===== src/rtl/riscv_ctrl_pkg.sv =====
// Shared types for the multicycle RISC-V controller: opcodes, FSM states,
// instruction classes and ALUOp encodings.
package riscv_ctrl_pkg;

   localparam logic [6:0] OP_R   = 7'b0110011;
   localparam logic [6:0] OP_LD  = 7'b0000011;
   localparam logic [6:0] OP_SD  = 7'b0100011;
   localparam logic [6:0] OP_BEQ = 7'b1100011;

   localparam logic [1:0] ALUOP_ADD   = 2'b00;
   localparam logic [1:0] ALUOP_SUB   = 2'b01;
   localparam logic [1:0] ALUOP_FUNCT = 2'b10;

   typedef enum logic [2:0] {FETCH, DECODE, EXEC, MEM, WB, TRAP} state_t;

   typedef enum logic [2:0] {CLS_R, CLS_LD, CLS_SD, CLS_BEQ, CLS_ILLEGAL} op_class_t;

   function automatic op_class_t decode_class(input logic [6:0] op);
      op_class_t cls;
      case (op)
         OP_R:    cls = CLS_R;
         OP_LD:   cls = CLS_LD;
         OP_SD:   cls = CLS_SD;
         OP_BEQ:  cls = CLS_BEQ;
         default: cls = CLS_ILLEGAL;
      endcase
      return cls;
   endfunction

endpackage


===== src/rtl/multicycle_control_mem_wait_timer.sv =====
// Memory wait counter: counts stalled request cycles and flags a timeout when
// the count has reached MAX_WAIT and ready is still low.
module mem_wait_timer #(
   parameter int MAX_WAIT = 15,
   parameter int WAIT_W   = 4
) (
   input  logic clk,
   input  logic rst_n,
   input  logic clear,
   input  logic req,
   input  logic ready,
   output logic timeout
);

   logic [WAIT_W-1:0] count_reg;

   always_ff @(posedge clk) begin
      if (!rst_n || clear) begin
         count_reg <= '0;
      end else if (req && !ready) begin
         count_reg <= count_reg + WAIT_W'(1);
      end
   end

   // A ready in the limit cycle still completes the access.
   assign timeout = req && !ready && (count_reg == WAIT_W'(MAX_WAIT));

endmodule


===== src/rtl/multicycle_control.sv =====
// Multicycle sequencer for the R/LD/SD/BEQ datapath with req/ready memories.
// Optional ILLEGAL_OP_TRAP_EN adds a sticky TRAP state and the trap output.
module multicycle_control
   import riscv_ctrl_pkg::*;
#(
   parameter int MAX_WAIT = 15,
   parameter int WAIT_W   = 4
) (
   input  logic       clk,
   input  logic       rst_n,
   input  logic       run,
   input  logic [6:0] OpCode,
   input  logic       imem_ready,
   input  logic       dmem_ready,
   output logic       imem_req,
   output logic       dmem_req,
   output logic       IRWrite,
   output logic       PCWrite,
   output logic       Branch,
   output logic       ALUSrc,
   output logic [1:0] ALUOp,
   output logic       MemRead,
   output logic       MemWrite,
   output logic       MemtoReg,
   output logic       RegWrite,
   output logic       instr_done,
   output logic       mem_err
`ifdef ILLEGAL_OP_TRAP_EN
   ,
   output logic       trap
`endif
);

`ifdef ILLEGAL_OP_TRAP_EN
   localparam state_t FAULT_STATE = TRAP;
`else
   localparam state_t FAULT_STATE = FETCH;
`endif

   state_t    state_reg, state_next;
   op_class_t class_reg, class_next;
   op_class_t dec_class;
   logic      fetch_active_reg, fetch_active_next;

   logic       imem_req_raw, dmem_req_raw, mem_ready, timeout, timer_clear;
   logic       irw_raw, pcw_raw, br_raw, asrc_raw, mrd_raw, mwr_raw;
   logic       mtr_raw, rw_raw, done_raw, err_raw;
   logic [1:0] aluop_raw;

   assign dec_class = decode_class(OpCode);

   // A fetch that has started keeps requesting even after run falls.
   assign imem_req_raw = (state_reg == FETCH) && (run || fetch_active_reg);
   assign dmem_req_raw = (state_reg == MEM);
   assign mem_ready    = (state_reg == MEM) ? dmem_ready : imem_ready;
   assign timer_clear  = (state_next != state_reg) || err_raw;

   mem_wait_timer #(
      .MAX_WAIT (MAX_WAIT),
      .WAIT_W   (WAIT_W)
   ) u_timer (
      .clk     (clk),
      .rst_n   (rst_n),
      .clear   (timer_clear),
      .req     (imem_req_raw || dmem_req_raw),
      .ready   (mem_ready),
      .timeout (timeout)
   );

   always_ff @(posedge clk) begin
      if (!rst_n) begin
         state_reg        <= FETCH;
         class_reg        <= CLS_R;
         fetch_active_reg <= 1'b0;
      end else begin
         state_reg        <= state_next;
         class_reg        <= class_next;
         fetch_active_reg <= fetch_active_next;
      end
   end

   always_comb begin
      state_next        = state_reg;
      class_next        = class_reg;
      fetch_active_next = fetch_active_reg;
      irw_raw   = 1'b0;
      pcw_raw   = 1'b0;
      br_raw    = 1'b0;
      asrc_raw  = 1'b0;
      aluop_raw = ALUOP_ADD;
      mrd_raw   = 1'b0;
      mwr_raw   = 1'b0;
      mtr_raw   = 1'b0;
      rw_raw    = 1'b0;
      done_raw  = 1'b0;
      err_raw   = 1'b0;
      case (state_reg)
         FETCH: begin
            if (imem_req_raw) begin
               if (imem_ready) begin
                  irw_raw           = 1'b1;
                  pcw_raw           = 1'b1;
                  fetch_active_next = 1'b0;
                  state_next        = DECODE;
               end else if (timeout) begin
                  err_raw           = 1'b1;
                  fetch_active_next = 1'b0;
                  state_next        = FAULT_STATE;
               end else begin
                  fetch_active_next = 1'b1;
               end
            end
         end
         DECODE: begin
            class_next = dec_class;
            if (dec_class == CLS_ILLEGAL) begin
`ifndef ILLEGAL_OP_TRAP_EN
               done_raw = 1'b1;
`endif
               state_next = FAULT_STATE;
            end else begin
               state_next = EXEC;
            end
         end
         EXEC: begin
            case (class_reg)
               CLS_R: begin
                  aluop_raw  = ALUOP_FUNCT;
                  state_next = WB;
               end
               CLS_LD, CLS_SD: begin
                  asrc_raw   = 1'b1;
                  state_next = MEM;
               end
               CLS_BEQ: begin
                  aluop_raw  = ALUOP_SUB;
                  br_raw     = 1'b1;
                  done_raw   = 1'b1;
                  state_next = FETCH;
               end
               default: state_next = FETCH;
            endcase
         end
         MEM: begin
            asrc_raw = 1'b1;
            mrd_raw  = (class_reg == CLS_LD);
            mwr_raw  = (class_reg == CLS_SD);
            if (dmem_ready) begin
               if (class_reg == CLS_LD) begin
                  state_next = WB;
               end else begin
                  done_raw   = 1'b1;
                  state_next = FETCH;
               end
            end else if (timeout) begin
               err_raw    = 1'b1;
               state_next = FAULT_STATE;
            end
         end
         WB: begin
            rw_raw     = 1'b1;
            mtr_raw    = (class_reg == CLS_LD);
            done_raw   = 1'b1;
            state_next = FETCH;
         end
         default: state_next = FAULT_STATE;
      endcase
   end

   // Reset forces every output low, including mid-instruction requests.
   assign imem_req   = rst_n && imem_req_raw;
   assign dmem_req   = rst_n && dmem_req_raw;
   assign IRWrite    = rst_n && irw_raw;
   assign PCWrite    = rst_n && pcw_raw;
   assign Branch     = rst_n && br_raw;
   assign ALUSrc     = rst_n && asrc_raw;
   assign ALUOp      = rst_n ? aluop_raw : 2'b00;
   assign MemRead    = rst_n && mrd_raw;
   assign MemWrite   = rst_n && mwr_raw;
   assign MemtoReg   = rst_n && mtr_raw;
   assign RegWrite   = rst_n && rw_raw;
   assign instr_done = rst_n && done_raw;
   assign mem_err    = rst_n && err_raw;
`ifdef ILLEGAL_OP_TRAP_EN
   assign trap       = rst_n && (state_reg == TRAP);
`endif

endmodule


===== config.mk =====
export PLATFORM = sky130hd
export DESIGN_NAME = multicycle_control
export DESIGN_NICKNAME = d
export VERILOG_FILES = /design/src/rtl/riscv_ctrl_pkg.sv /design/src/rtl/multicycle_control_mem_wait_timer.sv /design/src/rtl/multicycle_control.sv
export SDC_FILE = /design/constraint.sdc
export NUM_CORES = 1
export LEC_CHECK = 0
export CAP_MARGIN = 20
export CORE_ASPECT_RATIO = 0.7
export CORE_UTILIZATION = 29
export CTS_CLUSTER_SIZE = 20
export DETAILED_ROUTE_END_ITERATION = 7
export GPL_TIMING_DRIVEN = 1
export SLEW_MARGIN = 30
export SYNTH_ARGS = -nofsm -noshare
export SYNTH_HDL_FRONTEND = slang
export SYNTH_HIERARCHICAL = 1
export SYNTH_SLANG_ARGS = --single-unit

===== constraint.sdc =====
create_clock -name clk -period 4.8 [get_ports clk]
set_clock_uncertainty 0.1 [all_clocks]
set_input_delay 0.72 -clock clk [delete_from_list [all_inputs] [get_ports clk]]
set_output_delay 0.72 -clock clk [all_outputs]
set_load 0.02 [all_outputs]

==> reports/results.txt, run 1 <==
status = complete, no violations
Tcrit/Tclk final = 0.736
Required @ worst endpoint = 3.98 ns
simple-gate area share of the yosys netlist = 0.427
filler cell count = 257
remaining routing DRC violations = 0
drt wl/cell = 11.3 µm
Post-Synth Adder-Cell Area = 0.0163
largest family of logic cells by synthesized area = simple AND/OR/NAND/NOR gates
Final Setup Violations = 0
post-route cell area = 1080 µm²
standard-cell rows = 15
Fin Setup TNS = 0 ns
Primary FF master, synth = dfxtp_1
async set-or-reset flop fraction in the synthesized netlist = 0
final hold viol count = 0
most used cell, CP = clkdlybuf4s50_1
Final Util = 0.438
vias in the first global route = 680
CP Cell Sequence = clkdlybuf4s50_1 > nand2_1 > o21ai_0 > nand3b_1 > nor2_1 > and3_1 > clkdlybuf4s50_1
post-cts gate resize count = 0
proportion of layout cells with a drive suffix above 1 = 0.0556
detailed-route via count = 785
post-synthesis compound-gate area fraction = 0.181
Non-Filler Instances = 160
die width = 63.5 µm
max_cap viols = 0
Synth area leaders = dfxtp_1, nand2_1, nor2_1
# diodes = 0
Mean Syn Cell Area = 7.59 µm²
slowest CP cell = clkdlybuf4s50_1
CTS Hold Bufs = 0
DIE HEIGHT = 45.0 µm
sequential fraction of the synthesis area = 0.287
Critical Path End Type = output port
Mapped Nets = 114
placed cell area = 1040 µm²
Synth area leader = dfxtp_1
Yosys cell types = 39
Max clock buf depth = 2
Seq cells post-synth = 11
R2R Setup Slk = 2.64 ns
via/cell ratio = 4.91
Worst-Margin Slew = 0.478 ns
critical path's top delay family = buffers and inverters
post-CTS setup buffer count = 0
leakage = 0.390 nW
CP Launch Point = dmem_ready
die area = 2860 µm²
Root Driver = clkbuf_8
Pwr per Cell Area = 210 nW/µm²
WL final = 1.80 mm
Mapped Area = 767 µm²
hpwl dp = 1.44 mm
CP max stage delay = 0.60 ns
GR Overflow Total = 0
Setup crit start kind = primary input
clock latency at the later pin of the worst-skew pair = 0.24 ns
Max Fclk = 0.283 GHz
CTS tree = yes
Worst Path Buf+Inv = 2
Rel. slew slack = 0.680
Initial Util = 0.310
Post-synth EDFFs = 0
final hold slack = 0.392 ns
Critical Path AT = 2.71 ns
CP Max Fanout = 4
hold_sp = u_timer/count_reg[3]$_SDFFE_PP0P_
Placed Cells = 156
Initial DRC Count = 20
Core Box Area = 2480 µm²
I/O Buffers = 25
io pins = 26
initial antenna violation count = 0
Final GP Congestion = 0.722
critical path type = in -> out
# clock sinks = 11
worst min path class = reg -> reg
ANT nets after route = 0
max reg flops = 4
Slew Limit Fails = 0
drt pass-1 iters = 4
largest net degree at the start of global routing = 15
RSZ-0062 raised after global routing = false
minimum clock period = 3.53 ns
Gate Count Post-Synth = 101
post-synth top area share = 0.287
Synth Area in XOR/XNOR = 0.0343
mux cell area share after synthesis = 0.0131
first-pass GRT wire length = 2.91 mm
Area growth, synth to finish = 41.4%
Yosys Warn Count = 6
H-tree depth = 1
r2r startpoint = state_reg[2]$_SDFF_PN0_
all-layer global routing usage = 0.131
Clock Pin Slew Worst Setup and Hold Paths = 0.05 ns
Num CTS Buffers = 3
IR drop worst, VDD = 0.125 mV
Nets = 140
==> metrics by stage <==
stage / setup slack, ns / total power [mW]
CTS: 1.27 / 0.231
finish: 1.27 / 0.228
floorplan: 2.43 / 0.119
global placement: 1.33 / 0.135
global route: 1.15 / 0.238
detailed placement: 1.29 / 0.136
==> routing by layer <==
metal,track usage,routed length (µm),part of all wire
met5,0,0,0
met4,0.0136,0,0
met3,0.0429,74,0.041
met2,0.215,786,0.44
met1,0.175,942,0.52
==> worst paths after layout <==
path	to	depth (start not counted)
worst min-delay path	u_timer/count_reg[3]$_SDFFE_PP0P_	2
worst max register to register	u_timer/count_reg[2]$_SDFFE_PP0P_	8
worst max-delay path	mem_err	7
worst min register to register	u_timer/count_reg[3]$_SDFFE_PP0P_	2
==> Yosys cell counts (all sizes together) (2+ instances only) <==
library cell	instances
nand2	13
dfxtp	11
nor2	11
a21oi	6
o21ai	6
nand2b	5
nor3	4
a21boi	3
and2	3
and3	3
inv	3
nand3b	3
a2bb2oi	2
buf	2
clkbuf	2
nor2b	2
nor4b	2
o21a	2
o31a	2
xor2	2
==> cell type report <==
class	instances	area (µm²)	share of cell area
sequential	11	220	0.203
inverter	3	11.3	0.0104
multi-input combinational	83	515	0.475
tap	34	42.5	0.0392
clock buffer	4	45.0	0.0415
timing repair buffer	25	250	0.231
==> power breakdown <==
part	switching, mW	internal, mW	leakage (nW)
Sequential	0.00296	0.0939	0.0892
Combinational	0.0166	0.0207	0.278
Clock	0.0357	0.0584	0.0228
Total	0.0553	0.173	0.390
==> worst min-delay path: stages, from the launching register on <==
cell	delay (ns)
dfxtp_1	0.31
o21ai_0	0.07
a21oi_1	0.06
==> kinds of logic after synthesis <==
logic type               Yosys count
AO/OA/AOI/OAI                     22
XOR/XNOR                           3
adder cells (fa/ha/maj)            1
buffers and inverters              7
flip-flops                        11
multiplexers                       1
AND/OR/NAND/NOR                   56
==> placed cells by master (no fill, tap or decap), types with 3 or more instances in the layout <==
cell             instances
nand3b_1                 3
and3_1                   3
nand2b_1                 5
inv_1                    3
clkdlybuf4s50_1         25
nor2_1                  11
clkbuf_8                 3
a21boi_0                 3
o21ai_0                  4
a21oi_1                  6
dfxtp_1                 11
nand2_1                 13
nor3_1                   3
Power figures use the tool's default switching activity.
==> run 2: changes to the inputs <==
Clock period 4.8 ns to 2.95 ns, I/O delays scaled along.
==> run 2 against run 1 <==
Net effect:
- critical path depth down 1
- hold slack better by 0.0016 ns
- register-to-register slack worse by 1.7 ns
- clock-buffer cell count unchanged
- wire length up 6.8%
- clock power up 58%
- via count up 1.4%
- sequential cell count unchanged
- global-route usage up 0.84 points
- combinational power up 76%
- utilization up 1.5 points
==> reports/results.txt, run 2 (synthesis results as in run 1) <==
CTS tree = yes
standard-cell rows = 15 (unchanged)
max reg flops = 4 (unchanged)
# clock sinks = 11 (unchanged)
Worst-Margin Slew = 0.327 ns (-0.151 ns)
Pwr per Cell Area = 332 nW/µm² (+58%)
final hold viol count = 0 (unchanged)
CP Cell Sequence = clkdlybuf4s50_1 > nor2b_1 > o21ai_0 > a21oi_1 > o31a_1 > clkdlybuf4s50_1
drt wl/cell = 11.7 µm (+4.2%)
post-CTS setup buffer count = 0 (unchanged)
Rel. slew slack = 0.781 (+0.101)
Area growth, synth to finish = 46.2%
Root Driver = clkbuf_8
Critical Path AT = 2.18 ns (-0.53 ns)
Initial Util = 0.310 (unchanged)
largest net degree at the start of global routing = 14 (-1)
I/O Buffers = 25 (unchanged)
Nets = 144 (+2.9%)
most frequent cells in the layout = clkdlybuf4s50_1, nand2_1, nor2_1, dfxtp_1, a21oi_1
Max clock buf depth = 2 (unchanged)
WP depth = 6 (-1)
DIE HEIGHT = 45.0 µm (unchanged)
slowest CP cell = clkdlybuf4s50_1
DRT met1 WL = 961 µm (+2.0%)
hpwl dp = 1.50 mm (+3.9%)
critical path's top delay family = buffers and inverters
Routed met2 length = 883 µm (+12%)
leakage = 0.428 nW (+9.7%)
GR Overflow Total = 0 (unchanged)
Core Box Area = 2480 µm² (unchanged)
Worst Path Buf+Inv = 2 (unchanged)
io pins = 26 (unchanged)
status = complete, no violations
most used cell, CP = clkdlybuf4s50_1
die width = 63.5 µm (unchanged)
hold_sp = u_timer/count_reg[3]$_SDFFE_PP0P_
routed wl met3 = 79 µm (+6.8%)
Required @ worst endpoint = 2.41 ns (-1.57 ns)
total chip power = 372 µW (+63%)
drt pass-1 iters = 4 (unchanged)
IR drop worst, VDD = 0.244 mV (+95%)
H-tree depth = 1 (unchanged)
via/cell ratio = 4.85 (-1.1%)
Hold Path Stages = 2 (unchanged)
Critical Path End Type = output port
r2r startpoint = state_reg[2]$_SDFF_PN0_
clock latency at the later pin of the worst-skew pair = 0.23 ns (about the same)
Clock Pin Slew Worst Setup and Hold Paths = 0.05 ns (about the same)
max_cap viols = 0 (unchanged)
CP max stage delay = 0.53 ns (-0.07 ns)
WL final = 1.92 mm (+6.8%)
die area = 2860 µm² (unchanged)
proportion of layout cells with a drive suffix above 1 = 0.100 (+0.0444)
CTS Hold Bufs = 0 (unchanged)
Slew Limit Fails = 0 (unchanged)
all-layer global routing usage = 0.139 (+0.00836)
Setup crit start kind = primary input
Max Fclk = 0.367 GHz
worst min path class = reg -> reg
Top Metal Used = met3
# diodes = 0 (unchanged)
minimum clock period = 2.72 ns
initial antenna violation count = 0 (unchanged)
detailed-route via count = 796 (+1.4%)
RSZ-0062 raised after global routing = false
remaining routing DRC violations = 0 (unchanged)
Reg2Reg Depth = 8 (unchanged)
Tcrit/Tclk final = 0.923
Initial DRC Count = 25 (+25%)
Fin Setup TNS = 0 ns (unchanged)
ANT nets after route = 0 (unchanged)
CP Launch Point = OpCode[5]
Num CTS Buffers = 3 (unchanged)
Final GP Congestion = 0.738 (+2.3%)
critical path type = in -> out
most common cell after layout, fill and taps aside = clkdlybuf4s50_1
first-pass GRT wire length = 3.12 mm (+7.1%)
Final Util = 0.453 (+0.0146)
vias in the first global route = 711 (+4.6%)
final hold slack = 0.393 ns (+0.00163 ns)
R2R Setup Slk = 0.99 ns (-1.65 ns)
CP Max Fanout = 4 (unchanged)
Final Setup Violations = 0 (unchanged)
run 2: stage by stage:
step | setup slack [ns] | instance area (µm²) | cells
final | 0.226 | 1120 | 164
after global routing | 0.0860 | 1120 | 164
after CTS | 0.0733 | 1120 | 164
after detailed placement | 0.0977 | 1070 | 160
after global placement | 0.151 | 1070 | 160
after floorplan | 0.871 | 767 | 101
run 2: final timing paths:
kind,to
worst max register to register,u_timer/count_reg[1]$_SDFFE_PP0P_
worst max-delay path,instr_done
worst min-delay path,u_timer/count_reg[3]$_SDFFE_PP0P_
worst min register to register,u_timer/count_reg[3]$_SDFFE_PP0P_
run 2: where the power goes:
group	total [mW]	switching (mW)	leakage [nW]	internal, mW
registers	0.158	0.00464	0.0897	0.153
clock network	0.149	0.0543	0.0228	0.0947
logic	0.0655	0.0282	0.315	0.0373
total	0.372	0.0871	0.428	0.285
run 2: cell type report:
| cell class | instances | area (µm²) |
|---|---|---|
| Inverter | 3 | 11.3 |
| Timing Repair Buffer | 29 | 283 |
| Sequential cell | 11 | 221 |
| Clock buffer | 4 | 45.0 |
| Fill cell | 255 | 1360 |
| Tap cell | 34 | 42.5 |
| Multi-Input combinational cell | 83 | 518 |
run 2: timing repair:
action                     CTS  global route
pin swaps                    0             0
setup endpoints to repair    1             1
resized for setup            1             2
run 2: metal layers:
layer,GRT usage,vias to the layer above
li1,-,414
met1,0.178,362
met2,0.238,20
met3,0.0404,0
met4,0.0273,0
met5,0,-
run 2: worst min-delay path, delay by kind of cell (launching register included):
kind,cells,cell delay [ns]
flops,1,0.31
compound gates,2,0.13
